### config.mk
export PLATFORM = sky130hd
export DESIGN_NAME = sha_block_padder
export DESIGN_NICKNAME = d
export VERILOG_FILES = /design/src/rtl/sha_block_padder.sv
export SDC_FILE = /design/constraint.sdc
export NUM_CORES = 1
export LEC_CHECK = 0
export BUFFER_PORTS_ARGS = -buffer_cell sky130_fd_sc_hd__buf_2
export CORE_MARGIN = 1
export CORE_UTILIZATION = 49
export DETAILED_ROUTE_END_ITERATION = 10
export MAX_ROUTING_LAYER = met4
export PLACE_DENSITY = 0.76
export SYNTH_ARGS = -nofsm -noshare
export SYNTH_HDL_FRONTEND = slang
export SYNTH_SLANG_ARGS = --single-unit
### constraint.sdc
create_clock -name CLOCK_50 -period 1.9 [get_ports CLOCK_50]
set_clock_uncertainty 0.15 [all_clocks]
set_input_delay 0.38 -clock CLOCK_50 [delete_from_list [all_inputs] [get_ports CLOCK_50]]
set_output_delay 0.38 -clock CLOCK_50 [all_outputs]
set_load 0.02 [all_outputs]
### src/rtl/sha_block_padder.sv
// sha_block_padder: wraps one 32-bit barcode word into a single padded
// SHA-256 message block (16 words) and streams it to the core over a
// valid/ready handshake, then waits for the core to finish or time out.
// Optional feature macro: PADDER_DROP_CNT_EN enables the DROP_CNT counter of
// HASH_START requests that arrive while busy; without it DROP_CNT is tied to 0.
module sha_block_padder #(
  parameter int unsigned TIMEOUT_CYCLES = 50000
) (
  input  logic        CLOCK_50,
  input  logic        RESET,
  input  logic [31:0] SEND_TO_SHA,
  input  logic        HASH_START,
  output logic        READY,
  output logic        HASH_DONE,
  output logic [31:0] W_DATA,
  output logic        W_VALID,
  input  logic        W_READY,
  output logic        W_LAST,
  input  logic        CORE_DONE,
  output logic        TIMEOUT_ERR,
  output logic [7:0]  DROP_CNT
);

  typedef enum logic [1:0] {
    IDLE      = 2'd0,
    SEND      = 2'd1,
    WAIT_DONE = 2'd2,
    DONE      = 2'd3
  } state_e;

  // Last counter value of the wait window; reaching it without CORE_DONE times out.
  localparam logic [15:0] TMO_LAST = 16'(TIMEOUT_CYCLES - 1);

  // Word of the padded block: message, the '1' pad bit, zeros, 32-bit length.
  function automatic logic [31:0] block_word(input logic [3:0] idx, input logic [31:0] msg);
    case (idx)
      4'd0:    block_word = msg;
      4'd1:    block_word = 32'h8000_0000;
      4'd15:   block_word = 32'h0000_0020;
      default: block_word = 32'h0000_0000;
    endcase
  endfunction

  state_e      state_q, state_d;
  logic [31:0] msg_q, msg_d;
  logic [3:0]  idx_q, idx_d;
  logic [15:0] tcnt_q, tcnt_d;
  logic        hash_done_q, hash_done_d;
  logic        timeout_err_q, timeout_err_d;
  logic        w_valid_q, w_valid_d;
  logic        w_last_q, w_last_d;
  logic [31:0] w_data_q, w_data_d;

  // Next-state, datapath and registered-output decode for the block FSM.
  always_comb begin
    state_d       = state_q;
    msg_d         = msg_q;
    idx_d         = idx_q;
    tcnt_d        = tcnt_q;
    hash_done_d   = 1'b0;
    timeout_err_d = 1'b0;
    case (state_q)
      IDLE: begin
        if (HASH_START) begin
          msg_d   = SEND_TO_SHA;
          idx_d   = 4'd0;
          state_d = SEND;
        end else begin
          state_d = IDLE;
        end
      end
      SEND: begin
        // W_VALID is always high in SEND, so W_READY alone completes a transfer.
        if (W_READY) begin
          if (idx_q == 4'd15) begin
            state_d = WAIT_DONE;
            tcnt_d  = 16'd0;
          end else begin
            idx_d = idx_q + 4'd1;
          end
        end else begin
          state_d = SEND;
        end
      end
      WAIT_DONE: begin
        // CORE_DONE is checked first so it wins over a same-cycle timeout.
        if (CORE_DONE) begin
          state_d     = DONE;
          hash_done_d = 1'b1;
        end else if (tcnt_q == TMO_LAST) begin
          state_d       = IDLE;
          timeout_err_d = 1'b1;
          tcnt_d        = 16'd0;
        end else begin
          tcnt_d = tcnt_q + 16'd1;
        end
      end
      DONE: begin
        state_d = IDLE;
      end
      default: begin
        state_d = IDLE;
      end
    endcase
    w_valid_d = (state_d == SEND);
    w_last_d  = (state_d == SEND) && (idx_d == 4'd15);
    w_data_d  = (state_d == SEND) ? block_word(idx_d, msg_d) : 32'h0000_0000;
  end

  // State, datapath and output registers with asynchronous clear.
  always_ff @(posedge CLOCK_50 or negedge RESET) begin
    if (!RESET) begin
      state_q       <= IDLE;
      msg_q         <= 32'h0000_0000;
      idx_q         <= 4'd0;
      tcnt_q        <= 16'd0;
      hash_done_q   <= 1'b0;
      timeout_err_q <= 1'b0;
      w_valid_q     <= 1'b0;
      w_last_q      <= 1'b0;
      w_data_q      <= 32'h0000_0000;
    end else begin
      state_q       <= state_d;
      msg_q         <= msg_d;
      idx_q         <= idx_d;
      tcnt_q        <= tcnt_d;
      hash_done_q   <= hash_done_d;
      timeout_err_q <= timeout_err_d;
      w_valid_q     <= w_valid_d;
      w_last_q      <= w_last_d;
      w_data_q      <= w_data_d;
    end
  end

  assign READY       = (state_q == IDLE);
  assign HASH_DONE   = hash_done_q;
  assign TIMEOUT_ERR = timeout_err_q;
  assign W_VALID     = w_valid_q;
  assign W_LAST      = w_last_q;
  assign W_DATA      = w_data_q;

`ifdef PADDER_DROP_CNT_EN
  logic [7:0] drop_cnt_q, drop_cnt_d;

  // Count requests that arrive while busy, saturating at 255.
  always_comb begin
    drop_cnt_d = drop_cnt_q;
    if (HASH_START && (state_q != IDLE) && (drop_cnt_q != 8'hFF)) begin
      drop_cnt_d = drop_cnt_q + 8'd1;
    end else begin
      drop_cnt_d = drop_cnt_q;
    end
  end

  // Drop counter register.
  always_ff @(posedge CLOCK_50 or negedge RESET) begin
    if (!RESET) begin
      drop_cnt_q <= 8'd0;
    end else begin
      drop_cnt_q <= drop_cnt_d;
    end
  end

  assign DROP_CNT = drop_cnt_q;
`else
  assign DROP_CNT = 8'd0;
`endif

endmodule

Word-level counts from Yosys, hierarchy flattened
Index checks and enable logic that the tools add are counted.
- register bits after elaboration: 90
- bits in latches: 0
- bits in writable memories: 0
- bits in read-only memories: 0
- output and inout bits: 45
- logic and storage cells: 51
- memories: 0
- add/subtract/negate cells: 2
- multiply operators: 0
- divide/modulo/power cells: 0
- order comparisons: 0
- equal/unequal tests: 11
- shifts and indexed selects: 0
- muxes and demuxes: 24
- bitwise logic cells: 0
- reductions and logical operators: 5
- operator list (operator ; count):
    32-bit two-way mux ; 3
    32-bit one-hot mux with 3 select lines ; 1
    16-bit two-way mux ; 4
    16-bit one-hot mux with 2 select lines ; 1
    16-bit by 1-bit adder with 16-bit output (second input constant) ; 1
    16-bit equality test (second input constant) ; 1
    4-bit two-way mux ; 3
    4-bit equality test (second input constant) ; 2
    2-bit two-way mux ; 4
    2-bit one-hot mux with 4 select lines ; 1
    4-bit one-hot mux with 2 select lines ; 1
    1-bit two-way mux ; 6
    2-bit != test (second input constant) ; 3
    4-bit by 1-bit adder with 4-bit output (second input constant) ; 1
    2-bit by 1-bit equality test with 1-bit output (second input constant) ; 2
    2-bit equality test (second input constant) ; 2
    4-bit by 1-bit equality test with 1-bit output (second input constant) ; 1
    4-bit logical NOT ; 1
    4-bit AND reduction ; 1
    2-bit logical NOT ; 1
    2-bit nonzero test ; 1
    1-bit logical AND ; 1

Longest topological paths before layout
- depth in word-level cells: 7
- depth in mapped cells: 8
- mapped depth without buffers: 6

Least setup slack after synthesis
Ideal clock, no wire load.
- path kind: register -> register
- from: reg idx_q[0]
- to: reg w_data_q[0], in the netlist W_DATA[0]
- data arrival time: 1765 ps
- required time: 1687 ps
- slack: -78 ps
- cell stages (with the launch flop): 8
- period minus slack after synthesis: 1978 ps
- cells stage by stage: dfrtp_1 -> ha_1 -> o21a_1 -> o221ai_1 -> o311ai_4 -> nor2_4 -> buf_6 -> and2_4
- cells in the longest elaborated chain, start to end: 7
- RTL lines (what ; RTL line ; source):
    start: declaration ; 46 ; logic [3:0] idx_q, idx_d;
    start signal: assignment ; 125 ; idx_q <= idx_d;
    4-bit by 1-bit adder with 4-bit output / 4-bit equality test (equally long branches) ; 79, 75 ;
    4-bit two-way mux ; 75 ; if (idx_q == 4'd15) begin
    4-bit two-way mux ; 74 ; if (W_READY) begin
    4-bit one-hot mux with 2 select lines ; 62 ; case (state_q)
    4-bit equality test, or another cell as far along ; 36 ; case (idx)
    32-bit one-hot mux with 3 select lines ; 36 ;
    32-bit two-way mux * ; 107 ; w_data_d = (state_d == SEND) ? block_word(idx_d, msg_d) : 32'h0000_0000;
    named net w_data_d[0] ; 52 ; logic [31:0] w_data_q, w_data_d;
    end signal: assignment ; 131 ; w_data_q <= w_data_d;
    end: declaration ; 52 ;
The timed path passes the listed nets; every way through them passes the cells marked *.
A chain may end at the register's enable or synchronous reset.

Final worst setup path
- from: reg idx_q[0]
- to: reg w_data_q[22], in the netlist W_DATA[22]
Same word-level chain as after synthesis.

==> qor.yml <==
final_nets: 451
clk_latency_ns: 0.36
cts_buffers: 9
seq_area_frac_synth_pct: 57.6
yosys_warnings: 0
synthArstFlopShare_pct: 100
clock-sinks: 90
syn_area_um2: 3910
post-route-util_pct: 62.7
cts_tree: "yes"
grt_pass1_wl_um: 12100
dr.pass1.iters: 4
die_area_um2: 8340
synth_largest_type_area_fraction_pct: 57.6
die_y_um: 91.3
gp_congestion: 0.819
fin_setup_tns_ns: -0.512
hpwlAfterDp_um: 5120
routed_wl_um: 7420
fmax_mhz: 519
ant_nets: 0
crit-reg2reg-launch: "idx_q[0]"
clk_pin_slew_ns: 0.09
cpMaxStageDelayCell: "dfrtp_1"
end_kind: "flop"
synthFlopType: "dfrtp_1"
fillerInstances: 629
ys_types: 50
period_needed_ns: 1.93
start_kind: "flop"
grt_use_total_pct: 19.5
ys_ff_latch: 90
hold_path.class: "input port to flop"
routed_via_density: 5.06
pre_cts_slack_ns: -0.0677
power_per_cell_area_nw_per_um2: 1430
wl_per_cell_um: 14.3
status: "finished with violations"
rsz0062_at_grt: "true"
clock_path_buffers: 2
grt_pass1_vias: 2592
yosysMostFrequentCell: "dfrtp_1"
period_share_pct: 101
crit_type: "flop to flop"
setup_viol: 30
violations: "negative setup slack"
core-area_um2: 7730
antenna_found_initial: 0
worstPathRequired_ns: 2.00
placementRows: 32
max-cap-violations: 0
ir_worst_vdd_v: 0.000793
syn_inst: 310
hold_viol: 0
hp-start: "SEND_TO_SHA[17]"
grt_max_degree: 39
dr.first_iter.drc_count: 128
synthTopCellsByCount: "dfrtp_1, mux2_2, and2_4"
cp.arrival_ns: 2.03
placed_area_um2: 4540
root_buffer: "clkbuf_8"
slowest_delay_ns: 0.43
yosys.area.top_type: "dfrtp_1"
cellLeakagePower_uw: 0.00239
synth-edff-count: 0
htree_levels: 3
die_w_um: 91.3
post_synth.cell_area_avg_um2: 12.6
crit_path_max_fanout: 30
vias: 2625
initial_utilization_pct: 50.6
power_uw: 6930
cp-startpoint: "idx_q[0]"
ioPinCount: 82
insertedDiodeCount: 0
fin_area_um2: 4850
path_cells: "buf_4, and4_4, and4b_1, o311ai_4, nor2_4, buf_12, and2_4"
timing.final.ws_setup_ns: -0.0275
layout-drive-gt1-share_pct: 48.0
portBuffers: 73
final_max_slew_viol_count: 0
drc_errors: 0
overflow: 0
synth_area_leaders: "dfrtp_1, mux2_2, and2_4, buf_4, nor2_1"
area_delta_synth_final_pct: 24.0
-- final timing paths --
kind / end / slack (ns) / cells after the start
max: W_DATA[22] / -0.03 / 7
min: msg_q[17] / 0.11 / 2
max reg2reg: W_DATA[22] / -0.03 / 7
min reg2reg: msg_q[31] / 0.34 / 1
max in group asynchronous: state_q[1] / 0.67 / 3
min in group asynchronous: msg_q[16] / 0.37 / 2
-- layer usage --
metal / share of wire, % / wire length [um] / track usage [%] / vias to the layer above
met5: 0 / 0 / - / -
met4: 2.1 / 156 / 9.26 / 0
met3: 3.6 / 264 / 4.44 / 16
met2: 50 / 3750 / 29.7 / 72
met1: 44 / 3260 / 24.8 / 1279
li1: - / - / - / 1258
-- report_power, final --
part	internal, uW	switching, uW	leakage, uW	total, uW
Combinational	1390	1370	0.00114	2760
Clock	627	690	0.0000954	1320
Sequential	2600	257	0.00116	2860
Total	4610	2320	0.00239	6930
-- layout make-up --
cell class	instances	area (um^2)	area share, %
clock buffers	10	128	2.63
multi-input cells	205	1600	33.0
inverters	3	11.3	0.232
flip-flops and latches	90	2250	46.5
repair buffers	103	649	13.4
well taps	102	128	2.63
clock inverters	6	73.8	1.52
-- registers in the layout, indices dropped and copies added (netlist names) --
name,flops
HASH_DONE,1
TIMEOUT_ERR,1
W_DATA,32
W_LAST,1
W_VALID,1
idx_q,4
msg_q,32
state_q,2
tcnt_q,16
-- kinds of logic (layout without fill, tap and decap cells) --
kind of cell,after synthesis,count (layout),synth area share (%)
AOI/OAI and AO/OA,39,39,6.95
DFF,90,90,57.6
buffers and inverters,23,122,4.29
and+or+nand+nor,118,119,19.6
adders and majority gates,2,2,0.640
other,1,8,0.0959
xor gates and xnor gates,2,2,0.448
muxes,35,35,10.3
-- metrics by stage --
step | instances | hold WS [ns]
2_1_floorplan | 317 | -0.0656
3_3_place_gp | 498 | 0.222
3_5_place_dp | 498 | 0.227
4_1_cts | 516 | 0.101
5_1_grt | 519 | 0.0900
6_report | 519 | 0.114
-- cell usage in the layout (no fill, tap or decap), drive strengths merged, types with 7 or more instances in the layout --
master,count
mux2,33
a21oi,7
and2,31
nand3,8
nand2,20
buf,102
dfrtp,90
clkbuf,10
nor2,21
conb,8
o21ai,9
-- critical path, delay by kind of cell (launching register included) --
family	cells	cell delay, ns
AOI/OAI and AO/OA	1	0.29
DFF	1	0.43
buffers and inverters	2	0.35
and+or+nand+nor	4	0.60
-- timing repair --
| action | CTS | global route |
|---|---|---|
| hold endpoints to repair | 36 | 0 |
| setup buffers | 1 | 2 |
| hold buffers | 1 | 0 |
| pin swaps | 0 | 2 |
| resized for setup | 2 | 14 |
| setup endpoints to repair | 32 | 47 |
| gates cloned | 0 | 1 |
Power figures use the tool's default switching activity.
